File: src/rtl/alu_pkg.sv
// -----------------------------------------------------------------------------
// alu_pkg
// Shared definitions for the ALU operand path.
//   OPERAND_W      : width of one signed operand
//   operand_t      : one operand
//   packed_t       : two operands packed side by side (op1 in the upper half)
//   unpack_state_t : sequencing states of the operand unpacker
//   MIN_NEG        : most-negative operand; its two's-complement negation is
//                    not representable in OPERAND_W bits
// -----------------------------------------------------------------------------
package alu_pkg;

    localparam int unsigned OPERAND_W = 16;

    typedef logic [OPERAND_W-1:0]   operand_t;
    typedef logic [2*OPERAND_W-1:0] packed_t;

    typedef enum logic [1:0] {
        IDLE,
        EMIT_OP1,
        EMIT_OP2
    } unpack_state_t;

    localparam operand_t MIN_NEG = {1'b1, {(OPERAND_W-1){1'b0}}};

endpackage : alu_pkg

File: src/rtl/twos_negate.sv
// -----------------------------------------------------------------------------
// twos_negate
// Purely combinational two's-complement negation of one operand.
// Ports:
//   i_val : operand to negate
//   o_neg : ~i_val + 1, truncated to WIDTH bits
//   o_ovf : high when i_val is the most-negative value (1 followed by zeros),
//           whose negation wraps back onto itself
// -----------------------------------------------------------------------------
module twos_negate #(
    parameter int unsigned WIDTH = 16
) (
    input  logic [WIDTH-1:0] i_val,
    output logic [WIDTH-1:0] o_neg,
    output logic             o_ovf
);

    localparam logic [WIDTH-1:0] MOST_NEG = {1'b1, {(WIDTH-1){1'b0}}};
    localparam logic [WIDTH-1:0] ONE      = {{(WIDTH-1){1'b0}}, 1'b1};

    always_comb begin
        o_neg = ~i_val + ONE;
        o_ovf = (i_val == MOST_NEG);
    end

endmodule : twos_negate

File: src/rtl/operands_unpacker.sv
// -----------------------------------------------------------------------------
// operands_unpacker
// Receive end of the packed negated-operand word. A 2*WIDTH-bit word is taken
// over a valid/ready handshake, each half is re-negated to recover the original
// signed operand, and the two operands are streamed out serially, op1 then op2.
// Operands whose negation is not representable are flagged and counted.
// Ports:
//   clk, rst   : clock, synchronous active-high reset
//   in_valid   : packed word present
//   in_ready   : word can be accepted this cycle (combinational)
//   in_data    : [2W-1:W] negated op1, [W-1:0] negated op2
//   out_valid  : out_data holds an operand
//   out_ready  : downstream accepts the operand
//   out_data   : recovered signed operand
//   out_sel    : 0 = op1, 1 = op2
//   out_last   : high with op2
//   out_ovf    : out_data came from the most-negative input half
//   ovf_count  : saturating count of emitted operands with out_ovf=1
//   ovf_clear  : synchronous clear of ovf_count (wins over an increment)
// -----------------------------------------------------------------------------
module operands_unpacker
    import alu_pkg::*;
#(
    parameter int unsigned WIDTH = OPERAND_W,
    parameter int unsigned CNT_W = 8
) (
    input  logic               clk,
    input  logic               rst,
    input  logic               in_valid,
    output logic               in_ready,
    input  logic [2*WIDTH-1:0] in_data,
    output logic               out_valid,
    input  logic               out_ready,
    output logic [WIDTH-1:0]   out_data,
    output logic               out_sel,
    output logic               out_last,
    output logic               out_ovf,
    output logic [CNT_W-1:0]   ovf_count,
    input  logic               ovf_clear
);

    unpack_state_t r_state;
    unpack_state_t w_state_next;

    logic [WIDTH-1:0] r_out_data;
    logic             r_out_sel;
    logic             r_out_ovf;
    logic             r_out_valid;
    logic [WIDTH-1:0] r_neg2;
    logic             r_ovf2;
    logic [CNT_W-1:0] r_ovf_count;

    logic [WIDTH-1:0] w_neg1;
    logic [WIDTH-1:0] w_neg2;
    logic             w_ovf1;
    logic             w_ovf2;
    logic             w_in_ready;
    logic             w_accept;
    logic             w_out_hs;

    twos_negate #(.WIDTH(WIDTH)) u_neg_op1 (
        .i_val (in_data[2*WIDTH-1:WIDTH]),
        .o_neg (w_neg1),
        .o_ovf (w_ovf1)
    );

    twos_negate #(.WIDTH(WIDTH)) u_neg_op2 (
        .i_val (in_data[WIDTH-1:0]),
        .o_neg (w_neg2),
        .o_ovf (w_ovf2)
    );

    assign w_accept = in_valid & w_in_ready;
    assign w_out_hs = r_out_valid & out_ready;

    // ---------------------------------------------------------------- state reg
    always_ff @(posedge clk) begin
        if (rst) begin
            r_state <= IDLE;
        end else begin
            r_state <= w_state_next;
        end
    end

    // --------------------------------------------------------------- next state
    always_comb begin
        w_state_next = r_state;
        unique case (r_state)
            IDLE: begin
                if (w_accept) begin
                    w_state_next = EMIT_OP1;
                end
            end
            EMIT_OP1: begin
                if (out_ready) begin
                    w_state_next = EMIT_OP2;
                end
            end
            EMIT_OP2: begin
                if (out_ready) begin
                    w_state_next = w_accept ? EMIT_OP1 : IDLE;
                end
            end
            default: w_state_next = IDLE;
        endcase
    end

    // ------------------------------------------------------------ state outputs
    // A new word is only taken when the slot it lands in is free: from IDLE, or
    // as op2 leaves, which gives one word every two cycles with no bubble.
    always_comb begin
        w_in_ready = 1'b0;
        unique case (r_state)
            IDLE:     w_in_ready = 1'b1;
            EMIT_OP1: w_in_ready = 1'b0;
            EMIT_OP2: w_in_ready = out_ready;
            default:  w_in_ready = 1'b0;
        endcase
        if (rst) begin
            w_in_ready = 1'b0;
        end
    end

    // ----------------------------------------------------- output / hold path
    always_ff @(posedge clk) begin
        if (rst) begin
            r_out_valid <= 1'b0;
            r_out_data  <= '0;
            r_out_sel   <= 1'b0;
            r_out_ovf   <= 1'b0;
            r_neg2      <= '0;
            r_ovf2      <= 1'b0;
        end else if (w_accept) begin
            r_out_valid <= 1'b1;
            r_out_data  <= w_neg1;
            r_out_sel   <= 1'b0;
            r_out_ovf   <= w_ovf1;
            r_neg2      <= w_neg2;
            r_ovf2      <= w_ovf2;
        end else if (out_ready) begin
            if (r_state == EMIT_OP1) begin
                r_out_data <= r_neg2;
                r_out_sel  <= 1'b1;
                r_out_ovf  <= r_ovf2;
            end else if (r_state == EMIT_OP2) begin
                r_out_valid <= 1'b0;
            end
        end
    end

    // --------------------------------------------------------- overflow count
    always_ff @(posedge clk) begin
        if (rst || ovf_clear) begin
            r_ovf_count <= '0;
        end else if (w_out_hs && r_out_ovf && (r_ovf_count != '1)) begin
            r_ovf_count <= r_ovf_count + CNT_W'(1);
        end
    end

    assign in_ready  = w_in_ready;
    assign out_valid = r_out_valid;
    assign out_data  = r_out_data;
    assign out_sel   = r_out_sel;
    assign out_last  = r_out_sel;
    assign out_ovf   = r_out_ovf;
    assign ovf_count = r_ovf_count;

endmodule : operands_unpacker

File: config.mk
export PLATFORM = sky130hd
export DESIGN_NAME = operands_unpacker
export DESIGN_NICKNAME = d
export VERILOG_FILES = /design/src/rtl/alu_pkg.sv /design/src/rtl/twos_negate.sv /design/src/rtl/operands_unpacker.sv
export SDC_FILE = /design/constraint.sdc
export NUM_CORES = 1
export LEC_CHECK = 0
export ABC_AREA = 1
export CORE_UTILIZATION = 40
export CTS_BUF_LIST = sky130_fd_sc_hd__clkbuf_16
export DETAILED_ROUTE_END_ITERATION = 10
export PLACE_DENSITY = 0.67
export SETUP_SLACK_MARGIN = 0.2
export SLEW_MARGIN = 20
export SYNTH_ARGS = -nofsm -noshare
export SYNTH_HDL_FRONTEND = slang
export SYNTH_SLANG_ARGS = --single-unit
File: constraint.sdc
create_clock -name clk -period 2.9 [get_ports clk]
set_clock_uncertainty 0.05 [all_clocks]
set_input_delay 0.58 -clock clk [delete_from_list [all_inputs] [get_ports clk]]
set_output_delay 0.58 -clock clk [all_outputs]
set_load 0.005 [all_outputs]
==> impl_metrics.env <==
export IMPL_postCtsSetupBuffers=0
export IMPL_switching_share_pct=25.2
export IMPL_avgViaCountPerCell=4.89
export IMPL_crit_type="in2out"
export IMPL_areaGrowthSynthToFinish_pct=30.5
export IMPL_nNetsFinal=533
export IMPL_tns_ps=0
export IMPL_drtAntennaViolNets=0
export IMPL_syn_inst=432
export IMPL_hold_violations=0
export IMPL_ys_ff_latch=46
export IMPL_startpoint_type="input port"
export IMPL_diodes=0
export IMPL_synthArstFlopShare_pct=0
export IMPL_rows=29
export IMPL_p_clk_share_pct=40.7
export IMPL_reg2reg_depth=6
export IMPL_gpl_final_weighted_congestion=0.812
export IMPL_cts_root_buf="clkbuf_16"
export IMPL_clkSlewWorstSetupHoldPaths_ps=60
export IMPL_io_pins=66
export IMPL_synth_area_leaders="dfxtp_1 34%, nand2_1 17%, nand3_1 8.2%"
export IMPL_drv_slew=0
export IMPL_synth_ff_type="dfxtp_1"
export IMPL_avgSynthCellArea_um2=6.33
export IMPL_grt_usage_pct=20.0
export IMPL_die_y_um=84.7
export IMPL_numPortBuffers=65
export IMPL_pwr_share_comb_pct=16.8
export IMPL_relSlewSlack_pct=64.8
export IMPL_finalPower_mw=1.60
export IMPL_drive_gt1_share_pct=4.66
export IMPL_cap_violations=0
export IMPL_drt_initial_drc_count=128
export IMPL_overflow=0
export IMPL_htree_levels=2
export IMPL_pwr_density_cell_nw_per_um2=450
export IMPL_status="complete, no violations"
export IMPL_syn_area_um2=2730
export IMPL_cts_sinks=46
export IMPL_synth_edf_count=0
export IMPL_hp_class="reg2reg"
export IMPL_holdPathStages=2
export IMPL_hold_end="r_neg2[7]"
export IMPL_most_common_layout_cells="126 x nand2_1, 65 x clkdlybuf4s50_1, 51 x nor2_1, 47 x inv_1, 46 x dfxtp_1"
export IMPL_grt_setup_unrepaired="no"
export IMPL_power_switching_uw=405
export IMPL_grt_pass1_vias=2506
export IMPL_hold_start="r_neg2[7]"
export IMPL_required_ps=2270
export IMPL_post_drt_wl_per_cell_um=11.7
export IMPL_start_util_pct=42.3
export IMPL_vdd_drop_max_uv=278
export IMPL_layout_commonest_cell="nand2_1"
export IMPL_synth_fp_nets=472
export IMPL_internal_power_mw=1.20
export IMPL_dr_total_vias=2791
export IMPL_r2r_end="r_ovf2"
export IMPL_power_frac_seq_pct=42.5
export IMPL_synth_cell_types=34
export IMPL_core_area_um2=6460
export IMPL_r2r_start="r_state[0]"
export IMPL_drc=0
export IMPL_clk_latency_ps=280
export IMPL_cp_max_fo=2
export IMPL_synth_largest_area_cell="dfxtp_1"
export IMPL_dr_pass1_iters=8
export IMPL_numCtsBuffers=5
export IMPL_cts_resized_gates=0
export IMPL_clock_path_buffers=2
export IMPL_yosysTopAreaCellShare_pct=33.7
export IMPL_yosysWarnings=0
export IMPL_antenna_found_initial=0
export IMPL_max_freq_mhz=402
export IMPL_setup_violations=0
export IMPL_dpl_hpwl_mm=5.13
export IMPL_die_w_um=84.7
export IMPL_fin_crit_sh_pct=85.8
export IMPL_ys_seq_area_share_pct=33.7
export IMPL_layout_min_cycle_time_ps=2490
export IMPL_cts_tree="done"
export IMPL_wl_mm=6.70
export IMPL_cp_data_arrival_time_ps=1860
export IMPL_grt_pass1_wl_mm=11.5
export IMPL_die_area_um2=7170
export IMPL_p_leak_nw=1.47
export IMPL_worst_pin_slew_ps=528
export IMPL_endpoint_kind="output port"
export IMPL_grt_max_degree=33
export IMPL_reg2reg_slack_ps=1170
export IMPL_cts_hold_buf=0
[how the worst max path moves through the flow]
stage | start | endpoint | depth (start not counted)
floorplan | in_data[0] | r_ovf2 | 7
global placement | rst | in_ready | 5
detailed placement | in_data[0] | r_ovf2 | 8
CTS | rst | in_ready | 5
global route | rst | in_ready | 5
finish | rst | in_ready | 5
[area by class of cell]
cell class	instances	area [um^2]
inverter	51	194
sequential	46	921
clock inverter	3	43.8
timing repair buffer	68	673
multi-input combinational	321	1510
tap	77	96.3
fill	642	2890
clock buffer	5	125
[cells in the mapped netlist, types with 2 or more instances]
master	instances
inv_2	2
a21oi_1	38
dfxtp_1	46
nand2_2	2
o21ai_1	3
inv_1	47
ha_1	3
nand3_1	45
or2_0	2
xor2_1	6
nand3b_1	7
o21ai_0	11
nand2_1	126
buf_2	3
nor2_1	51
buf_4	3
nand4_1	9
a31oi_1	2
o211ai_1	3
a21oi_2	2
clkbuf_1	3
buf_6	5
xnor2_1	2
[metrics by stage]
stage / setup slack, ps / instance area (um^2) / utilization, % / hold WS [ps] / cells
2_1_floorplan: 1190 / 2730 / - / 391 / 432
3_3_place_gp: 424 / 3400 / 52.6 / 406 / 563
3_5_place_dp: 404 / 3400 / 52.6 / 408 / 563
4_1_cts: 400 / 3570 / 55.2 / 418 / 571
5_1_grt: 342 / 3570 / 55.2 / 437 / 571
6_report: 411 / 3570 / 55.2 / 418 / 571
[power groups by stage]
stage / logic, mW / clock network [mW] / registers, mW
3_5_place_dp: 0.270 / 0 / 0.696
4_1_cts: 0.272 / 0.659 / 0.682
2_1_floorplan: 0.152 / 0 / 0.692
3_3_place_gp: 0.269 / 0 / 0.695
5_1_grt: 0.304 / 0.687 / 0.685
6_report: 0.270 / 0.653 / 0.682
[state kept, by name, summed over array words and instances, names as in the netlist]
signal,cells
out_data,16
out_last,1
out_ovf,1
out_valid,1
ovf_count,8
r_neg2,16
r_ovf2,1
r_state,2
[logic make-up (layout without fill, tap and decap cells)]
| family | after synthesis | after routing | share of synthesized area, % |
|---|---|---|---|
| DFF | 46 | 46 | 33.7 |
| AOI/OAI and AO/OA | 61 | 61 | 11.9 |
| adders and majority gates | 3 | 3 | 1.37 |
| buffers and inverters | 65 | 127 | 10.9 |
| and+or+nand+nor | 249 | 249 | 39.5 |
| xor gates and xnor gates | 8 | 8 | 2.56 |
[critical path, cell delays in order]
cell	delay (ps)
clkdlybuf4s50_1	420
nor2_1	150
inv_1	80
a21oi_1	120
clkdlybuf4s50_1	510
[layer usage]
metal / wire [um] / GRT usage [%]
met3: 259 / 3.54
met1: 3300 / 26.5
met4: 69 / 5.39
met5: 0 / 0
met2: 3070 / 33.4
Note: power is estimated with default switching activity, not from simulation.
